[src/rtl/vga_timing_pkg.sv]
`default_nettype none
// ============================================================================
//  Module   : vga_timing_pkg
//  Purpose  : Default 640x480@60 raster constants, derived totals and
//             sync-window bounds, plus helpers for per-axis derivation.
//  Revision : 1.0  initial release
// ============================================================================
package vga_timing_pkg;

    // Counter and coordinate widths
    localparam int CNT_W   = 10;
    localparam int POS_W   = 9;
    localparam int FRAME_W = 8;

    // Default horizontal timing (pixels)
    localparam int DEF_H_VISIBLE = 640;
    localparam int DEF_H_FRONT   = 16;
    localparam int DEF_H_SYNC    = 96;
    localparam int DEF_H_BACK    = 48;

    // Default vertical timing (lines)
    localparam int DEF_V_VISIBLE = 480;
    localparam int DEF_V_FRONT   = 10;
    localparam int DEF_V_SYNC    = 2;
    localparam int DEF_V_BACK    = 33;

    // Total period of one axis
    function automatic int axis_total(input int vis, input int fr, input int sy, input int bk);
        return vis + fr + sy + bk;
    endfunction

    // First count value at which sync is active
    function automatic int sync_first(input int vis, input int fr);
        return vis + fr;
    endfunction

    // Last count value at which sync is active
    function automatic int sync_last(input int vis, input int fr, input int sy);
        return vis + fr + sy - 1;
    endfunction

    localparam int H_TOTAL = axis_total(DEF_H_VISIBLE, DEF_H_FRONT, DEF_H_SYNC, DEF_H_BACK);
    localparam int V_TOTAL = axis_total(DEF_V_VISIBLE, DEF_V_FRONT, DEF_V_SYNC, DEF_V_BACK);

    localparam int H_SYNC_FIRST = sync_first(DEF_H_VISIBLE, DEF_H_FRONT);
    localparam int H_SYNC_LAST  = sync_last(DEF_H_VISIBLE, DEF_H_FRONT, DEF_H_SYNC);
    localparam int V_SYNC_FIRST = sync_first(DEF_V_VISIBLE, DEF_V_FRONT);
    localparam int V_SYNC_LAST  = sync_last(DEF_V_VISIBLE, DEF_V_FRONT, DEF_V_SYNC);

endpackage
`default_nettype wire

[src/rtl/vga_axis_counter.sv]
`default_nettype none
// ============================================================================
//  Module   : vga_axis_counter
//  Purpose  : One raster axis (horizontal or vertical). Holds the position
//             counter and reports the post-update count, the wrap event and
//             the sync/visible decode of that post-update count.
//  Revision : 1.0  initial release
// ============================================================================
module vga_axis_counter
    import vga_timing_pkg::*;
#(
    parameter int VISIBLE = DEF_H_VISIBLE,
    parameter int FRONT   = DEF_H_FRONT,
    parameter int SYNC    = DEF_H_SYNC,
    parameter int BACK    = DEF_H_BACK
) (
    input  logic             clk,
    input  logic             rst_n,
    input  logic             step_i,
    output logic [CNT_W-1:0] cnt_o,
    output logic             wrap_o,
    output logic             sync_o,
    output logic             visible_o
);

    localparam logic [CNT_W-1:0] c_LAST       = CNT_W'(axis_total(VISIBLE, FRONT, SYNC, BACK) - 1);
    localparam logic [CNT_W-1:0] c_SYNC_FIRST = CNT_W'(sync_first(VISIBLE, FRONT));
    localparam logic [CNT_W-1:0] c_SYNC_LAST  = CNT_W'(sync_last(VISIBLE, FRONT, SYNC));
    localparam logic [CNT_W-1:0] c_VISIBLE    = CNT_W'(VISIBLE);

    logic [CNT_W-1:0] cnt_q;
    logic [CNT_W-1:0] cnt_d;
    logic             at_last;

    assign at_last = (cnt_q == c_LAST);

    // Next count: advance on step, fold back to zero after the last position
    always_comb begin
        cnt_d = cnt_q;
        if (step_i) begin
            cnt_d = at_last ? '0 : cnt_q + CNT_W'(1);
        end
    end

    // Position register; async reset restarts the axis at zero
    always_ff @(posedge clk or negedge rst_n) begin
        if (!rst_n) begin
            cnt_q <= '0;
        end else begin
            cnt_q <= cnt_d;
        end
    end

    // Decodes are taken from the next count so the caller can register them
    // in the same edge as the counter itself and stay aligned with it.
    assign cnt_o     = cnt_d;
    assign wrap_o    = step_i & at_last;
    assign sync_o    = (cnt_d >= c_SYNC_FIRST) && (cnt_d <= c_SYNC_LAST);
    assign visible_o = (cnt_d < c_VISIBLE);

endmodule
`default_nettype wire

[src/rtl/vga_timing_gen.sv]
`default_nettype none
// ============================================================================
//  Module   : vga_timing_gen
//  Purpose  : Raster timing generator for the game renderer. Produces H/V
//             sync, half-resolution pixel coordinates, display enable and
//             single-clock line/frame strobes. All outputs are registered
//             from the post-update counters.
//  Config   : define VGA_FRAME_CNT_EN to add the 8-bit frame_cnt output.
//  Revision : 1.0  initial release
// ============================================================================
module vga_timing_gen
    import vga_timing_pkg::*;
#(
    parameter int H_VISIBLE = DEF_H_VISIBLE,
    parameter int H_FRONT   = DEF_H_FRONT,
    parameter int H_SYNC    = DEF_H_SYNC,
    parameter int H_BACK    = DEF_H_BACK,
    parameter int V_VISIBLE = DEF_V_VISIBLE,
    parameter int V_FRONT   = DEF_V_FRONT,
    parameter int V_SYNC    = DEF_V_SYNC,
    parameter int V_BACK    = DEF_V_BACK,
    parameter int CLK_DIV   = 1,
    parameter bit SYNC_POL  = 1'b0
) (
    input  logic               clk,
    input  logic               rst_n,
    output logic               h_sync,
    output logic               v_sync,
    output logic [POS_W-1:0]   h_pos,
    output logic [POS_W-1:0]   v_pos,
    output logic               vga_enable,
    output logic               line_start,
`ifdef VGA_FRAME_CNT_EN
    output logic [FRAME_W-1:0] frame_cnt,
`endif
    output logic               frame_start
);

    localparam logic [1:0] c_DIV_LAST  = 2'(CLK_DIV - 1);
    localparam logic       c_SYNC_IDLE = ~SYNC_POL;

    // ------------------------------------------------------------------
    // Pixel-enable divider
    // ------------------------------------------------------------------
    logic [1:0] div_q;
    logic [1:0] div_d;
    logic       pix_en;

    assign pix_en = (div_q == 2'd0);
    assign div_d  = (div_q == c_DIV_LAST) ? 2'd0 : div_q + 2'd1;

    // Free-running clk divider; zero after reset so the first clk is a pixel
    always_ff @(posedge clk or negedge rst_n) begin
        if (!rst_n) begin
            div_q <= 2'd0;
        end else begin
            div_q <= div_d;
        end
    end

    // ------------------------------------------------------------------
    // Axis counters: V advances once per completed line
    // ------------------------------------------------------------------
    logic [CNT_W-1:0] h_cnt;
    logic [CNT_W-1:0] v_cnt;
    logic             h_wrap;
    logic             v_wrap;
    logic             h_sync_act;
    logic             v_sync_act;
    logic             h_vis;
    logic             v_vis;

    vga_axis_counter #(
        .VISIBLE (H_VISIBLE),
        .FRONT   (H_FRONT),
        .SYNC    (H_SYNC),
        .BACK    (H_BACK)
    ) u_h_axis (
        .clk       (clk),
        .rst_n     (rst_n),
        .step_i    (pix_en),
        .cnt_o     (h_cnt),
        .wrap_o    (h_wrap),
        .sync_o    (h_sync_act),
        .visible_o (h_vis)
    );

    vga_axis_counter #(
        .VISIBLE (V_VISIBLE),
        .FRONT   (V_FRONT),
        .SYNC    (V_SYNC),
        .BACK    (V_BACK)
    ) u_v_axis (
        .clk       (clk),
        .rst_n     (rst_n),
        .step_i    (h_wrap),
        .cnt_o     (v_cnt),
        .wrap_o    (v_wrap),
        .sync_o    (v_sync_act),
        .visible_o (v_vis)
    );

    // ------------------------------------------------------------------
    // Output registers
    // ------------------------------------------------------------------
    logic             h_sync_q;
    logic             v_sync_q;
    logic [POS_W-1:0] h_pos_q;
    logic [POS_W-1:0] v_pos_q;
    logic             vga_enable_q;
    logic             line_start_q;
    logic             frame_start_q;

    // Register all raster outputs together; strobes come from the wrap events,
    // which only exist on a pixel-enable clk, so they last a single clk.
    always_ff @(posedge clk or negedge rst_n) begin
        if (!rst_n) begin
            h_sync_q      <= c_SYNC_IDLE;
            v_sync_q      <= c_SYNC_IDLE;
            h_pos_q       <= '0;
            v_pos_q       <= '0;
            vga_enable_q  <= 1'b0;
            line_start_q  <= 1'b0;
            frame_start_q <= 1'b0;
        end else begin
            h_sync_q      <= h_sync_act ? SYNC_POL : c_SYNC_IDLE;
            v_sync_q      <= v_sync_act ? SYNC_POL : c_SYNC_IDLE;
            h_pos_q       <= POS_W'(h_cnt >> 1);
            v_pos_q       <= POS_W'(v_cnt >> 1);
            vga_enable_q  <= h_vis & v_vis;
            line_start_q  <= h_wrap;
            frame_start_q <= v_wrap;
        end
    end

    assign h_sync      = h_sync_q;
    assign v_sync      = v_sync_q;
    assign h_pos       = h_pos_q;
    assign v_pos       = v_pos_q;
    assign vga_enable  = vga_enable_q;
    assign line_start  = line_start_q;
    assign frame_start = frame_start_q;

`ifdef VGA_FRAME_CNT_EN
    logic [FRAME_W-1:0] frame_cnt_q;

    // Frames since reset, naturally wrapping at the register width
    always_ff @(posedge clk or negedge rst_n) begin
        if (!rst_n) begin
            frame_cnt_q <= '0;
        end else if (v_wrap) begin
            frame_cnt_q <= frame_cnt_q + FRAME_W'(1);
        end
    end

    assign frame_cnt = frame_cnt_q;
`endif

endmodule
`default_nettype wire
[config.mk]
export PLATFORM = sky130hd
export DESIGN_NAME = vga_timing_gen
export DESIGN_NICKNAME = d
export VERILOG_FILES = /design/src/rtl/vga_timing_pkg.sv /design/src/rtl/vga_axis_counter.sv /design/src/rtl/vga_timing_gen.sv
export SDC_FILE = /design/constraint.sdc
export NUM_CORES = 1
export LEC_CHECK = 0
export ABC_AREA = 1
export CORE_ASPECT_RATIO = 1.75
export CORE_MARGIN = 4
export CORE_UTILIZATION = 40
export DETAILED_ROUTE_END_ITERATION = 16
export HOLD_SLACK_MARGIN = 0.02
export PLACE_DENSITY = 0.61
export SYNTH_ARGS = -nofsm -noshare
export SYNTH_HDL_FRONTEND = slang
export SYNTH_SLANG_ARGS = --single-unit
[constraint.sdc]
create_clock -name clk -period 1.7 [get_ports clk]
set_input_delay 0.34 -clock clk [delete_from_list [all_inputs] [get_ports clk]]
set_output_delay 0.34 -clock clk [all_outputs]
set_load 0.05 [all_outputs]
==> flow_metrics.tcl <==
set metrics [dict create \
    ant_nets 0 \
    die_y_um 93.01 \
    dieArea_mm2 0.005262 \
    switching_share_pct 20.22 \
    finalCriticalPeriod_ns 1.717 \
    synth_top_flop_cell "dfrtp_1" \
    clock_sinks 27 \
    cap_violations 0 \
    internal-power_uw 813.3 \
    cp_cell_sequence "ha_2, nand2_2, nor2_4, nand4_1, inv_2, buf_4, nand2_1, nand2_2, nor2_2, nand2_1, nor2_2, nor2_1" \
    grtUsageTotal_pct 16.94 \
    yosysTopAreaCell "dfrtp_1" \
    cts.clk_slew.worst_paths_ns 0.09 \
    startpoint "u_h_axis.cnt_q[1]" \
    start_kind "register" \
    dp.final_hpwl_um 3011 \
    leakage_uw 0.001211 \
    num_vias 1446 \
    clockBufferDepth 2 \
    stdcell_count 315 \
    end_kind "register" \
    p_comb_share_pct 1.6 \
    syn_avg_cell_area_um2 7.576 \
    fin_nets 275 \
    first_pass_iters 2 \
    rrSetupSlack_ns -0.02 \
    root_buffer "clkbuf_8" \
    post-place-ws_ns -0.1656 \
    avgRoutedWirePerCell_um 12.47 \
    fin_skew_ns 0.004380 \
    mostFrequentLayoutCells "54 x buf_4, 51 x nand2_1, 37 x inv_1" \
    layout-drive-gt1-share_pct 36.70 \
    grt_first_pass_wirelength_um 6893 \
    place_area_mm2 0.002044 \
    clockPowerShare_pct 35.5 \
    cts_buffers 3 \
    grt_max_degree 28 \
    ys_types 25 \
    synthCells 218 \
    rows 30 \
    path_max_fanout 7 \
    hold_class "primary input to async pin" \
    fin_setup_tns_ns -0.01694 \
    core-area_mm2 0.003941 \
    globalRouteOverflowTotal 0 \
    route.detailed.drc 0 \
    die_x_um 56.58 \
    layout_setup_ws_ns -0.01694 \
    antenna_found_initial 0 \
    syn-cell-area_mm2 0.001652 \
    area_growth_pct 38.33 \
    regToRegStartpoint "u_h_axis.cnt_q[1]" \
    grt_pass1_vias 1492 \
    path_class "register to register" \
    finalHoldViolCount 0 \
    fin_area_mm2 0.002285 \
    ctsHoldBuffers 0 \
    cp_slowest_cell "dfrtp_1" \
    ys_seq_area_share_pct 41.06 \
    vdd_ir_drop_max_uv 506.5 \
    failed_checks "negative setup slack" \
    synth_edf_count 0 \
    io_pins 25 \
    rsz0062_at_grt "true" \
    htreeDepth 1 \
    critical-path-max-stage-delay_ns 0.39 \
    io_buffer_count 24 \
    synthArstFlopShare_pct 100.0 \
    required_ns 1.87 \
    setup-violations-final 1 \
    drtIter0Drc 22 \
    p_per_area_mw_per_mm2 446.2 \
    synth-seq-cells 27 \
    gp_congestion 0.8484 \
    power_frac_seq_pct 63.0 \
    cts_tree "yes" \
    yosysWarnings 0 \
    power.switching_uw 206.1 \
    mostFrequentLayoutCell "buf_4" \
    maxSlewViolCount 0 \
    yosys.area.top_type_share_pct 37.88 \
    n_antenna_cell 0 \
    start_util_pct 41.90 \
    tightest_slew_ns 0.3562 \
    finish.utilization_pct 57.97 \
    status "finished, violations left" \
    fmax_mhz 582.4 \
    synth.area.top_cells "dfrtp_1 38%, nand2_1 12%, inv_1 8.6%, buf_4 8.2%, nand3_1 6.1%" \
    worst_ep_arrival_time_ns 1.89 \
    period_share_pct 101.0 \
    place_inst 299 \
    slew_headroom_pct 76.25 \
    synth_nets 225 \
    clk_latency_ns 0.27 \
    vias_per_cell 4.590 \
    totalWireLength_um 3929 \
]
==> cells by family (layout without fill, tap and decap cells) <==
logic type	Yosys count	in the layout	synth area share [%]
simple gates	108	108	28.94
flops	27	27	41.06
xor+xnor	6	6	3.182
compound gates	12	12	4.318
buf+inv	60	109	18.71
fa+ha+maj	5	5	3.788
==> worst max-delay path: cells and delay by family, from the launching register on <==
| family | cells | cell delay (ns) |
|---|---|---|
| AND/OR/NAND/NOR | 9 | 0.76 |
| adder cells (fa/ha/maj) | 1 | 0.20 |
| buffers and inverters | 2 | 0.26 |
| flip-flops | 1 | 0.39 |
==> cell type report <==
| cell class | instances | area [µm²] |
|---|---|---|
| fill | 392 | 1657 |
| multi-input combinational | 131 | 753.2 |
| sequential | 27 | 679.4 |
| timing repair buffer | 66 | 600.6 |
| inverter | 39 | 146.4 |
| tap | 48 | 60.06 |
| clock buffer | 4 | 45.04 |
==> path summary, 6_finish.rpt <==
check	to	cells past startpoint
min reg2reg	u_v_axis.cnt_q[0]	1
max in group asynchronous	v_sync	2
min in group clk	u_v_axis.cnt_q[0]	1
max reg2reg	vga_enable	12
min	u_v_axis.cnt_q[1]	2
max	vga_enable	12
==> cells in the mapped netlist (2+ instances only) <==
cell	instances
buf_4	18
buf_6	2
dfrtp_1	25
dfstp_2	2
ha_1	5
inv_1	38
nand2_1	53
nand2_2	2
nand3_1	20
nand4_1	4
nor2_1	18
nor2_2	3
nor2_4	2
nor3_1	5
o21ai_0	7
xnor2_1	2
xor2_1	4
==> metrics by stage <==
step                      power (µW)  hold slack, ns
final                           1019          0.4350
after global routing            1075          0.4799
after CTS                       1040          0.4452
after detailed placement       672.0          0.5270
after global placement         671.6          0.5018
after floorplan                654.6         0.04441
==> repair_timing <==
| item | CTS | global route |
|---|---|---|
| setup buffers | 6 | 6 |
| pin swaps | 12 | 12 |
| setup endpoints to repair | 3 | 11 |
| gates resized for setup | 15 | 14 |
| hold endpoints to repair | 0 | 0 |
==> sequential cells by signal, indices dropped and copies added, names as in the netlist <==
register        cells
line_start          1
u_v_axis.cnt_q      9
u_h_axis.cnt_q      9
div_q               2
v_pos               1
frame_start         1
vga_enable          1
v_sync              1
h_sync              1
h_pos               1
==> per-layer routing <==
metal | wire length, µm | up-vias | global-route usage [%] | part of all wire, %
li1 | - | 751 | - | -
met1 | 1444 | 666 | 17.82 | 37
met2 | 2266 | 19 | 31.95 | 58
met3 | 84 | 10 | 1.519 | 2.1
met4 | 133 | 0 | 9.307 | 3.4
met5 | 0 | - | 0 | 0
==> power by group through the flow <==
| stage | Clock (µW) | Sequential (µW) | Combinational, µW |
|---|---|---|---|
| floorplan | 0 | 655 | 0.000579 |
| global placement | 0 | 654 | 17.2 |
| detailed placement | 0 | 654 | 17.6 |
| CTS | 380 | 642 | 17.6 |
| global route | 414 | 642 | 19.1 |
| finish | 361 | 642 | 16.1 |
Power figures use the tool's default switching activity.
